`config.mk`:
```
export PLATFORM = sky130hd
export DESIGN_NAME = int8_quad_drain
export DESIGN_NICKNAME = d
export VERILOG_FILES = /design/src/rtl/int8_quad_drain.sv
export SDC_FILE = /design/constraint.sdc
export NUM_CORES = 1
export LEC_CHECK = 0
export ABC_AREA = 1
export BUFFER_PORTS_ARGS = -buffer_cell sky130_fd_sc_hd__buf_2
export CORE_MARGIN = 5
export CORE_UTILIZATION = 54
export DETAILED_ROUTE_END_ITERATION = 8
export PLACE_DENSITY = 0.81
export SYNTH_ARGS = -nofsm -noshare
export SYNTH_HDL_FRONTEND = slang
export SYNTH_SLANG_ARGS = --single-unit
```
`constraint.sdc`:
```
create_clock -name clk -period 7.05 [get_ports clk]
set_clock_uncertainty 0.2 [all_clocks]
set_input_delay 0.705 -clock clk [delete_from_list [all_inputs] [get_ports clk]]
set_output_delay 0.705 -clock clk [all_outputs]
set_load 0.02 [all_outputs]
```
`src/rtl/int8_quad_drain.sv`:
```
// rtl/int8_quad_drain.sv - buffers accumulator quads and drains them one lane per handshake
// Optional build macro INT8_QUAD_DRAIN_SAT_EN: clamp emitted lanes to signed int8, sign-extended.
module int8_quad_drain #(
  parameter int DATA_BITS = 32,
  parameter int DEPTH     = 4
) (
  input  logic                 clk,
  input  logic                 rst,
  input  logic                 in_valid,
  output logic                 in_ready,
  input  logic [DATA_BITS-1:0] in_w,
  input  logic [DATA_BITS-1:0] in_x,
  input  logic [DATA_BITS-1:0] in_y,
  input  logic [DATA_BITS-1:0] in_z,
  output logic                 out_valid,
  input  logic                 out_ready,
  output logic [DATA_BITS-1:0] out_data,
  output logic [1:0]           out_lane,
  output logic                 out_last,
  output logic [15:0]          quad_count
);
  localparam int PTR_W = $clog2(DEPTH);
  localparam int CNT_W = PTR_W + 1;
  localparam logic [CNT_W-1:0] FULL = CNT_W'(DEPTH);

  logic [3:0][DATA_BITS-1:0] r_mem [DEPTH];
  logic [PTR_W-1:0]          r_wr_ptr;
  logic [PTR_W-1:0]          r_rd_ptr;
  logic [CNT_W-1:0]          r_count;
  logic [1:0]                r_lane;
  logic [15:0]               r_quad_count;
  logic                      r_run;

  logic                 w_push;
  logic                 w_hs;
  logic                 w_pop;
  logic [DATA_BITS-1:0] w_lane_raw;
  logic [DATA_BITS-1:0] w_lane_out;

  // r_run keeps in_ready low until the first clock edge after reset release
  assign in_ready   = r_run && (r_count < FULL);
  assign out_valid  = (r_count != '0);
  assign w_push     = in_valid && in_ready;
  assign w_hs       = out_valid && out_ready;
  assign w_pop      = w_hs && (r_lane == 2'd3);
  assign w_lane_raw = r_mem[r_rd_ptr][r_lane];

`ifdef INT8_QUAD_DRAIN_SAT_EN
  localparam logic signed [DATA_BITS-1:0] SAT_MAX = DATA_BITS'(127);
  localparam logic signed [DATA_BITS-1:0] SAT_MIN = ~SAT_MAX;

  always_comb begin
    w_lane_out = w_lane_raw;
    if ($signed(w_lane_raw) > SAT_MAX) begin
      w_lane_out = SAT_MAX;
    end else if ($signed(w_lane_raw) < SAT_MIN) begin
      w_lane_out = SAT_MIN;
    end
  end
`else
  assign w_lane_out = w_lane_raw;
`endif

  assign out_data   = out_valid ? w_lane_out : '0;
  assign out_lane   = out_valid ? r_lane : 2'd0;
  assign out_last   = out_valid && (r_lane == 2'd3);
  assign quad_count = r_quad_count;

  always_ff @(posedge clk or negedge rst) begin
    if (!rst) begin
      r_run        <= 1'b0;
      r_wr_ptr     <= '0;
      r_rd_ptr     <= '0;
      r_count      <= '0;
      r_lane       <= 2'd0;
      r_quad_count <= 16'd0;
    end else begin
      r_run <= 1'b1;
      if (w_push) begin
        r_wr_ptr <= r_wr_ptr + PTR_W'(1);
      end
      // 2-bit lane counter returns to 0 by itself on the lane-3 handshake
      if (w_hs) begin
        r_lane <= r_lane + 2'd1;
      end
      if (w_pop) begin
        r_rd_ptr     <= r_rd_ptr + PTR_W'(1);
        r_quad_count <= r_quad_count + 16'd1;
      end
      case ({w_push, w_pop})
        2'b10:   r_count <= r_count + CNT_W'(1);
        2'b01:   r_count <= r_count - CNT_W'(1);
        default: r_count <= r_count;
      endcase
    end
  end

  // Storage is deliberately left out of reset
  always_ff @(posedge clk) begin
    if (w_push) begin
      r_mem[r_wr_ptr] <= {in_z, in_y, in_x, in_w};
    end
  end

endmodule

```
# --- Yosys cells after proc, flatten, opt, wreduce, memory -nomap -nowiden ---
# Memory sizes are Yosys's and may differ from the RTL's.
# Index checks and enable logic that the tools add are counted.
word_totals:
  reg_bits: 26
  inputBits: 132
  wordCells: 32
  mem_bits_rw: 512
  out_inout_bits: 53
  memories: 1
op_classes:
  n_mux: 7
  add_sub_neg: 6
  eq_ne: 3
  n_lt_le_gt_ge: 2
  reduce_logical: 7
memory_table:
  columns: ["memory", "words", "width", "rd", "rd_ports_with_merged_regs", "write_ports", "line", "source"]
  rows:
  - ["r_mem", 4, 128, 1, 0, 1, "26", "logic [3:0][DATA_BITS-1:0] r_mem [DEPTH];"]
op_table:
  columns: ["cell", "count"]
  rows:
  - ["binary-select mux 32 bit (select 2 bit)", 1]
  - ["two-way mux 32 bit", 2]
  - ["adder 16 x 1 -> 16 bit, second input constant", 1]
  - ["adder 2 x 1 -> 2 bit, second input constant", 3]
  - ["one-hot mux 3 bit (2 select lines)", 1]
  - ["logical AND 1 bit", 5]
  - ["== test 2 bit, second input constant", 2]
  - ["adder 3 x 1 -> 3 bit, second input constant", 1]
  - ["less-than comparator 2 x 3 -> 1 bit, second input constant", 1]
  - ["less-than comparator 3 bit, second input constant", 1]
  - ["nonzero test 3 bit", 1]
  - ["subtractor 3 x 1 -> 3 bit, second input constant", 1]
  - ["== test 2 x 1 -> 1 bit, second input constant", 1]
  - ["two-way mux 1 bit", 2]
  - ["two-way mux 2 bit", 1]
  - ["nonzero test 2 bit", 1]

# --- Logic depth before layout (Yosys ltp) ---
# Gate-level depths: netlist of run 1.
logic_depth:
  word_depth: 5
  mapped_depth: 10
  mapped_depth_nobuf: 10

# --- Worst setup path after synthesis of run 1 ---
# Ideal clock, no wire load.
synth_path:
  kind: "flip-flop to flip-flop"
  from: "register r_count[2]"
  to: "memory r_mem[0][0] (netlist name) (enable)"
  n_path_buf: 0
  required_ps: 6233
  setup_ps: 617
  path_slack_ps: -99
  synth_period_minus_slack_ps: 7149
  arrival_ps: 6332
  path_stages_with_launch: 4
  cell_sequence: "dfrtp_1 > nor2_1 > nand2_1 > nor2_1"
synth_via:
  elab_chain_cells: 5
synth_rtl:
  columns: ["element", "line", "source"]
  rows:
  - ["from (decl)", "29", "logic [CNT_W-1:0] r_count;"]
  - ["from (signal assigned)", "91", "2'b10: r_count <= r_count + CNT_W'(1);"]
  - ["from (signal assigned)", "92", "2'b01: r_count <= r_count - CNT_W'(1);"]
  - ["from (signal assigned)", "93", "default: r_count <= r_count;"]
  - ["less-than comparator 3 bit", "41", "assign in_ready = r_run && (r_count < FULL);"]
  - ["logical AND 1 bit", "41", null]
  - ["named net in_ready", "10", "output logic in_ready,"]
  - ["logical AND 1 bit", "43", "assign w_push = in_valid && in_ready;"]
  - ["two-way mux 1 bit", "100", "if (w_push) begin"]
  - ["two-way mux 1 bit (not written as such)", "101", "r_mem[r_wr_ptr] <= {in_z, in_y, in_x, in_w};"]
  - ["to (decl)", "26", null]
# The timed path passes the listed nets, and every way through them passes these cells.

# --- Worst setup path after layout of run 1 ---
layout_path:
  from: "register r_rd_ptr[0]"
  to: "output port out_data[25]"
layout_via:
  elab_chain_cells: 4
layout_rtl:
  columns: ["element", "line", "source"]
  rows:
  - ["from (decl)", "28", "logic [PTR_W-1:0] r_rd_ptr;"]
  - ["from (signal assigned)", "87", "r_rd_ptr <= r_rd_ptr + PTR_W'(1);"]
  - ["memory read (4 x 128 bit)", null, null]
  - ["binary-select mux 32 bit (select 2 bit)", "46", "assign w_lane_raw = r_mem[r_rd_ptr][r_lane];"]
  - ["two-way mux 32 bit (not written as such)", "46", null]
  - ["two-way mux 32 bit", "64", "assign out_data = out_valid ? w_lane_out : '0;"]
  - ["to (decl)", "17", "output logic [DATA_BITS-1:0] out_data,"]
# No other way between the ends. The select of a mux whose other input is x is not followed.

==> metrics.txt, run 1 <==
# setup viols final=0; leakage=11.0 nW; grt total ovfl=0; fin crit share=0.698; status=finished, final reports clean; dpl hpwl=30,600 um; # nets final=2,449; FMAX=0.203 GHz; I/O Buffers=184; pwr dens=393 nW/um^2; Synth cell types=26; Starting Density=0.547; Worst Hold Class=input port to register; area grow syn2layout=12.8%; CORE AREA=42,000 sq um; clock tree buffer depth=3; syn_nets=2,304; critical path class=register to primary output; Tmin final=4.92 ns; die height=216 um; Pwr Total=10.2 mW; share of cells above drive strength 1=0.121; vias post-DR=15,800; ANT nets after route=0; CP Max Fanout=100; wire length on met2=25,500 um; routed length on met1=21,200 um; routed length on met3=5980 um; worst rel slew slack=0.330; fill cell count=3,078; RSZ-0062 raised after global routing=no; WP data required=6.14 ns; register clock-pin slew on the reported worst setup and hold paths=0.06 ns; first-pass GRT wire length=83,200 um; DR pass1 iterations=7; RePlAce Congestion=0.808; critical path data arrival time=4.02 ns; Max-Cap Viols=0; Die ar.=46,800 sq um; Post-synth EDFFs=512; Cells after DPL=2,793; GRT Resource Usage Total=0.226; commonest cells after routing, fill and taps aside=nand2_1 (804), edfxtp_1 (512), nand3_1 (329); post-DR wirelength/cell=18.6 um; Routed WL=54,200 um; Hold Vio Cnt, Final=0; r2r setup slk=3.81 ns; most common cell after layout, fill and taps aside=nand2_1; htree depth=2; Final Cell Area=25,900 sq um; largest net degree at the start of global routing=129; clock root buffer master=clkbuf_16; Cell Area, Placed=24,200 sq um; initial DRC count=2,012; Remaining DRCs=0; highest routed layer=met5; CTS tree=done; Synth Register Bits=538; post_cts resized=0; Peak VDD IR=0.221 mV; Mapped Area=23,000 sq um; Mean Syn Cell Area=10.6 sq um; Post-synth top flop=edfxtp_1; vias per cell=5.42; Hold Buf Count CTS=1; async set-reset flop share out of synthesis=0.0483; cts bufs inserted=52; antenna violations before repair=37; Crit. End Element=primary output; Max Slew Vio Count=0; Startpoint Class=register; Synth warnings=0; clk sink count=538; num ports=185; register area share after synthesis=0.697; Worst-Margin Slew=1.00 ns; Rows=75; Clk Latency, worst-skew pair=0.58 ns; vias in the first global route=15,200; Setup Fix Bufs, Post-CTS=0; Die Wd=216 um; Synth Instances=2,164; fin cells=2,909
## kinds of logic (layout without fill, tap and decap cells)
logic type,after synthesis,after routing,share of synthesized area
other,1,20,0.000163
adder cells (fa/ha/maj),8,8,0.00468
buffers and inverters,396,583,0.0743
flip-flops,538,538,0.697
AO/OA/AOI/OAI,40,40,0.00871
XOR/XNOR,14,14,0.00533
AND/OR/NAND/NOR,1167,1167,0.210
## metrics by stage
stage                      util  setup WS (ns)  hold slack [ns]  setup TNS [ns]
after floorplan               -        -0.0995            0.209          -50.93
after global placement    0.575           2.85            0.262               0
after detailed placement  0.575           2.81            0.263               0
after CTS                 0.615           2.18            0.112               0
after global routing      0.616           1.91            0.120               0
final                     0.617           2.13            0.133               0
## layer usage
layer  track usage  vias to the layer above
met5             0                        -
met4        0.0816                       32
met3        0.0726                      127
met2         0.358                      732
met1         0.297                     7491
li1              -                     7377
## synth_stat cells, types with 4 or more instances
cell | n | share of area
nand2_1 | 804 | 0.13
edfxtp_1 | 512 | 0.67
nand3_1 | 329 | 0.072
inv_1 | 283 | 0.046
buf_2 | 63 | 0.014
a21oi_1 | 36 | 0.0078
dfrtp_1 | 26 | 0.028
nor2_1 | 24 | 0.0039
clkbuf_1 | 22 | 0.0036
buf_6 | 15 | 0.0073
xor2_1 | 11 | 0.0042
ha_1 | 7 | 0.0038
buf_1 | 6 | 0.00098
o21ai_0 | 4 | 0.00087
## path summary, 6_finish.rpt
path                                         startpoint                        end  depth (start not counted)
worst max register to register    r_lane[1]$_DFFE_PN0P_     r_count[2]$_DFFE_PN0P_                         10
worst max-delay path            r_rd_ptr[0]$_DFFE_PN0P_               out_data[25]                          9
worst min register to register   r_count[0]$_DFFE_PN0P_     r_count[0]$_DFFE_PN0P_                          1
worst min-delay path                           in_z[28]    r_mem[1][124]$_DFFE_PP_                          1
min in group asynchronous                           rst  quad_count[0]$_DFFE_PN0P_                          2
max in group asynchronous                           rst      r_lane[0]$_DFFE_PN0P_                          2
## registers in the layout, indices dropped and copies added (netlist names)
name	count
quad_count	16
r_count	3
r_lane	2
r_mem	512
r_rd_ptr	2
r_run	1
r_wr_ptr	2
## area by class of cell
| type | count | area [sq um] | share of cell area |
|---|---|---|---|
| diodes | 19 | 47.5 | 0.00183 |
| clock buffers | 65 | 1390 | 0.0537 |
| clock inverters | 31 | 305 | 0.0118 |
| inverters | 286 | 1080 | 0.0418 |
| multi-input cells | 1230 | 5280 | 0.204 |
| flip-flops and latches | 538 | 16000 | 0.619 |
| well taps | 539 | 674 | 0.0260 |
| repair buffers | 201 | 1100 | 0.0425 |
## critical path, stage by stage (launching register included)
cell and delay (ns):
dfrtp_4 0.80, inv_6 0.72, buf_4 0.83, nand2_1 0.10, nand2_1 0.09, nand2_1 0.05
nand3_1 0.11, nand3_1 0.12, a21oi_1 0.29, buf_2 0.23
## power by group
group / total [mW] / switching (mW) / internal (mW)
clock: 2.75 / 1.14 / 1.62
sequential: 3.95 / 0.199 / 3.75
combinational: 3.49 / 2.51 / 0.985
Note: power is estimated with default switching activity, not from simulation.
==> inputs of run 2 (changes only) <==
==> constraint.sdc (replaced) <==
create_clock -name clk -period 4 [get_ports clk]
set_clock_uncertainty 0.2 [all_clocks]
set_input_delay 0.4 -clock clk [delete_from_list [all_inputs] [get_ports clk]]
set_output_delay 0.4 -clock clk [all_outputs]
set_load 0.02 [all_outputs]
==> run 2 against run 1 <==
  * Setup slack got worse by 1.7 ns
  * Clock power rose by 70%
  * Critical endpoint is now out_data[14]
  * Highest routed layer unchanged
  * Critical path depth did not move
  * Largest cell class unchanged
  * Die area did not move
  * Flip-flop and latch count did not move
==> metrics.txt, run 2 (same netlist as run 1, synthesis figures left out) <==
most frequent CP cell=nand2_1; FMAX=0.280 GHz; Max-Cap Viols=0 (unchanged); status=finished, final reports clean; ANT nets after route=0 (unchanged); Tmin final=3.58 ns; Starting Density=0.547 (unchanged); I/O Buffers=184 (unchanged); vias per cell=5.46 (+0.75%); RSZ-0062 raised after global routing=no; htree depth=2 (unchanged); clock root buffer master=clkbuf_16; Setup TNS Final=0 ns (unchanged); Rows=75 (unchanged); Worst-Margin Slew=0.980 ns (-0.0249 ns); CORE AREA=42,000 sq um (unchanged); first-pass GRT wire length=89,400 um (+7.4%); GRT Resource Usage Total=0.241 (+0.0151); pwr dens=667 nW/um^2 (+70%); fill cell count=2,925 (-5.0%); Worst Hold Class=input port to async pin; Cell Area, Placed=24,300 sq um (+0.76%); num ports=185 (unchanged); Die Wd=216 um (unchanged); slowest CP cell=dfrtp_4; worst rel slew slack=0.347 (+0.0166); largest net degree at the start of global routing=172 (+33%); CP Max Fanout=79 (-21%); critical path class=register to primary output; multi-input logic area=5280 sq um (unchanged); area grow syn2layout=18.8%; Hold Vio Cnt, Final=0 (unchanged); worst reg2reg path depth=10 (unchanged); post-DR wirelength/cell=18.8 um (+1.1%); Die ar.=46,800 sq um (unchanged); Max Slew Vio Count=0 (unchanged); RePlAce Congestion=0.806 (-0.25%); antenna violations before repair=21 (-43%); vias post-DR=16,600 (+5.3%); Largest Register=r_mem; share of cells above drive strength 1=0.120 (-0.000671); register clock-pin slew on the reported worst setup and hold paths=0.06 ns (about the same); cts bufs inserted=50 (-3.8%); WP data required=3.40 ns (-2.74 ns); fin cells=3,040 (+4.5%); # setup viols final=0 (unchanged); Critical Path Max Stage Delay=0.51 ns (-0.32 ns); grt total ovfl=0 (unchanged); Cells after DPL=2,806 (+0.47%); Startpoint Class=register; Crit. End Element=primary output; DR pass1 iterations=7 (unchanged); clock tree buffer depth=3 (unchanged); Peak VDD IR=0.670 mV (+200%); Clk Latency, worst-skew pair=0.56 ns (-0.02 ns); die height=216 um (unchanged); max reg flops=512 (unchanged); vias in the first global route=16,600 (+9.1%); Remaining DRCs=0 (unchanged); Final Cell Area=27,300 sq um (+5.3%); Pwr Total=18.2 mW (+79%); critical path data arrival time=2.98 ns (-1.04 ns); clk sink count=538 (unchanged); most common cell after layout, fill and taps aside=nand2_1; crit-path cells=inv_6, buf_12, nand2_1, nand2_1, nand2_1, nand3_1, nand3_1, a21oi_1, buf_2; CTS tree=done; commonest cells after routing, fill and taps aside=nand2_1 (804), edfxtp_1 (512), nand3_1 (329); fin crit share=0.894; initial DRC count=2,122 (+5.5%); leakage=11.6 nW (+5.6%); FF/Latch Area=16,000 sq um (unchanged); final core occ=0.650 (+0.0329); dpl hpwl=32,600 um (+6.3%); Routed WL=57,300 um (+5.6%); # nets final=2,589 (+5.7%)
run 2: changes by cell type in the layout (fill, tap and decap cells not counted), moves of 3 or more:
| cell | delta |
|---|---|
| clkinv_2 | +4 |
| clkbuf_1 | -4 |
| clkbuf_8 | +3 |
| dlygate4sd3_1 | +129 |
| buf_12 | +7 |
| diode_2 | -7 |
| buf_4 | +6 |
run 2: final cells by class:
type,count,area share
flip-flops and latches,538,0.587
multi-input cells,1230,0.194
repair buffers,343,0.0944
clock buffers,63,0.0510
inverters,286,0.0396
well taps,539,0.0247
clock inverters,29,0.00848
diodes,12,0.00110
run 2: timing repair:
action	CTS	global route
hold buffers	130	0
hold endpoints to repair	540	0
buffers inserted	0	0
resized for setup	0	0
run 2: worst paths after layout:
path                                    startpoint                        end  slack [ns]
hold reg to reg             r_count[0]$_DFFE_PN0P_     r_count[0]$_DFFE_PN0P_        0.28
min in group clk            r_count[0]$_DFFE_PN0P_     r_count[0]$_DFFE_PN0P_        0.28
hold / removal                                 rst  quad_count[8]$_DFFE_PN0P_        0.18
max in group asynchronous                      rst    r_rd_ptr[0]$_DFFE_PN0P_        2.96
setup reg to reg             r_lane[0]$_DFFE_PN0P_     r_count[2]$_DFFE_PN0P_        1.10
setup / recovery           r_rd_ptr[0]$_DFFE_PN0P_               out_data[14]        0.42
run 2: worst max-delay path: cells and delay by family, from the launching register on:
family | cells | cell delay, ns
simple gates | 5 | 0.48
buf+inv | 3 | 1.05
flops | 1 | 0.51
compound gates | 1 | 0.30
run 2: power by group:
| part | total, mW | leakage [nW] | switching [mW] | internal [mW] |
|---|---|---|---|---|
| Sequential | 6.79 | 4.95 | 0.183 | 6.60 |
| Combinational | 6.75 | 5.88 | 4.81 | 1.94 |
| Clock | 4.68 | 0.812 | 1.96 | 2.71 |
run 2: per-stage QoR:
step / hold WS, ns / worst slack, ns
floorplan: -0.0956 / -1.03
global placement: 0.228 / 1.10
detailed placement: 0.239 / 1.08
CTS: 0.183 / 0.450
global route: 0.250 / 0.232
finish: 0.181 / 0.424
run 2: routing by layer:
layer	global-route usage	up-vias	wire length, um
met5	0	-	122
met4	0.0863	20	1900
met3	0.0578	186	6000
met2	0.398	960	27400
met1	0.316	7774	21800
li1	-	7652	-
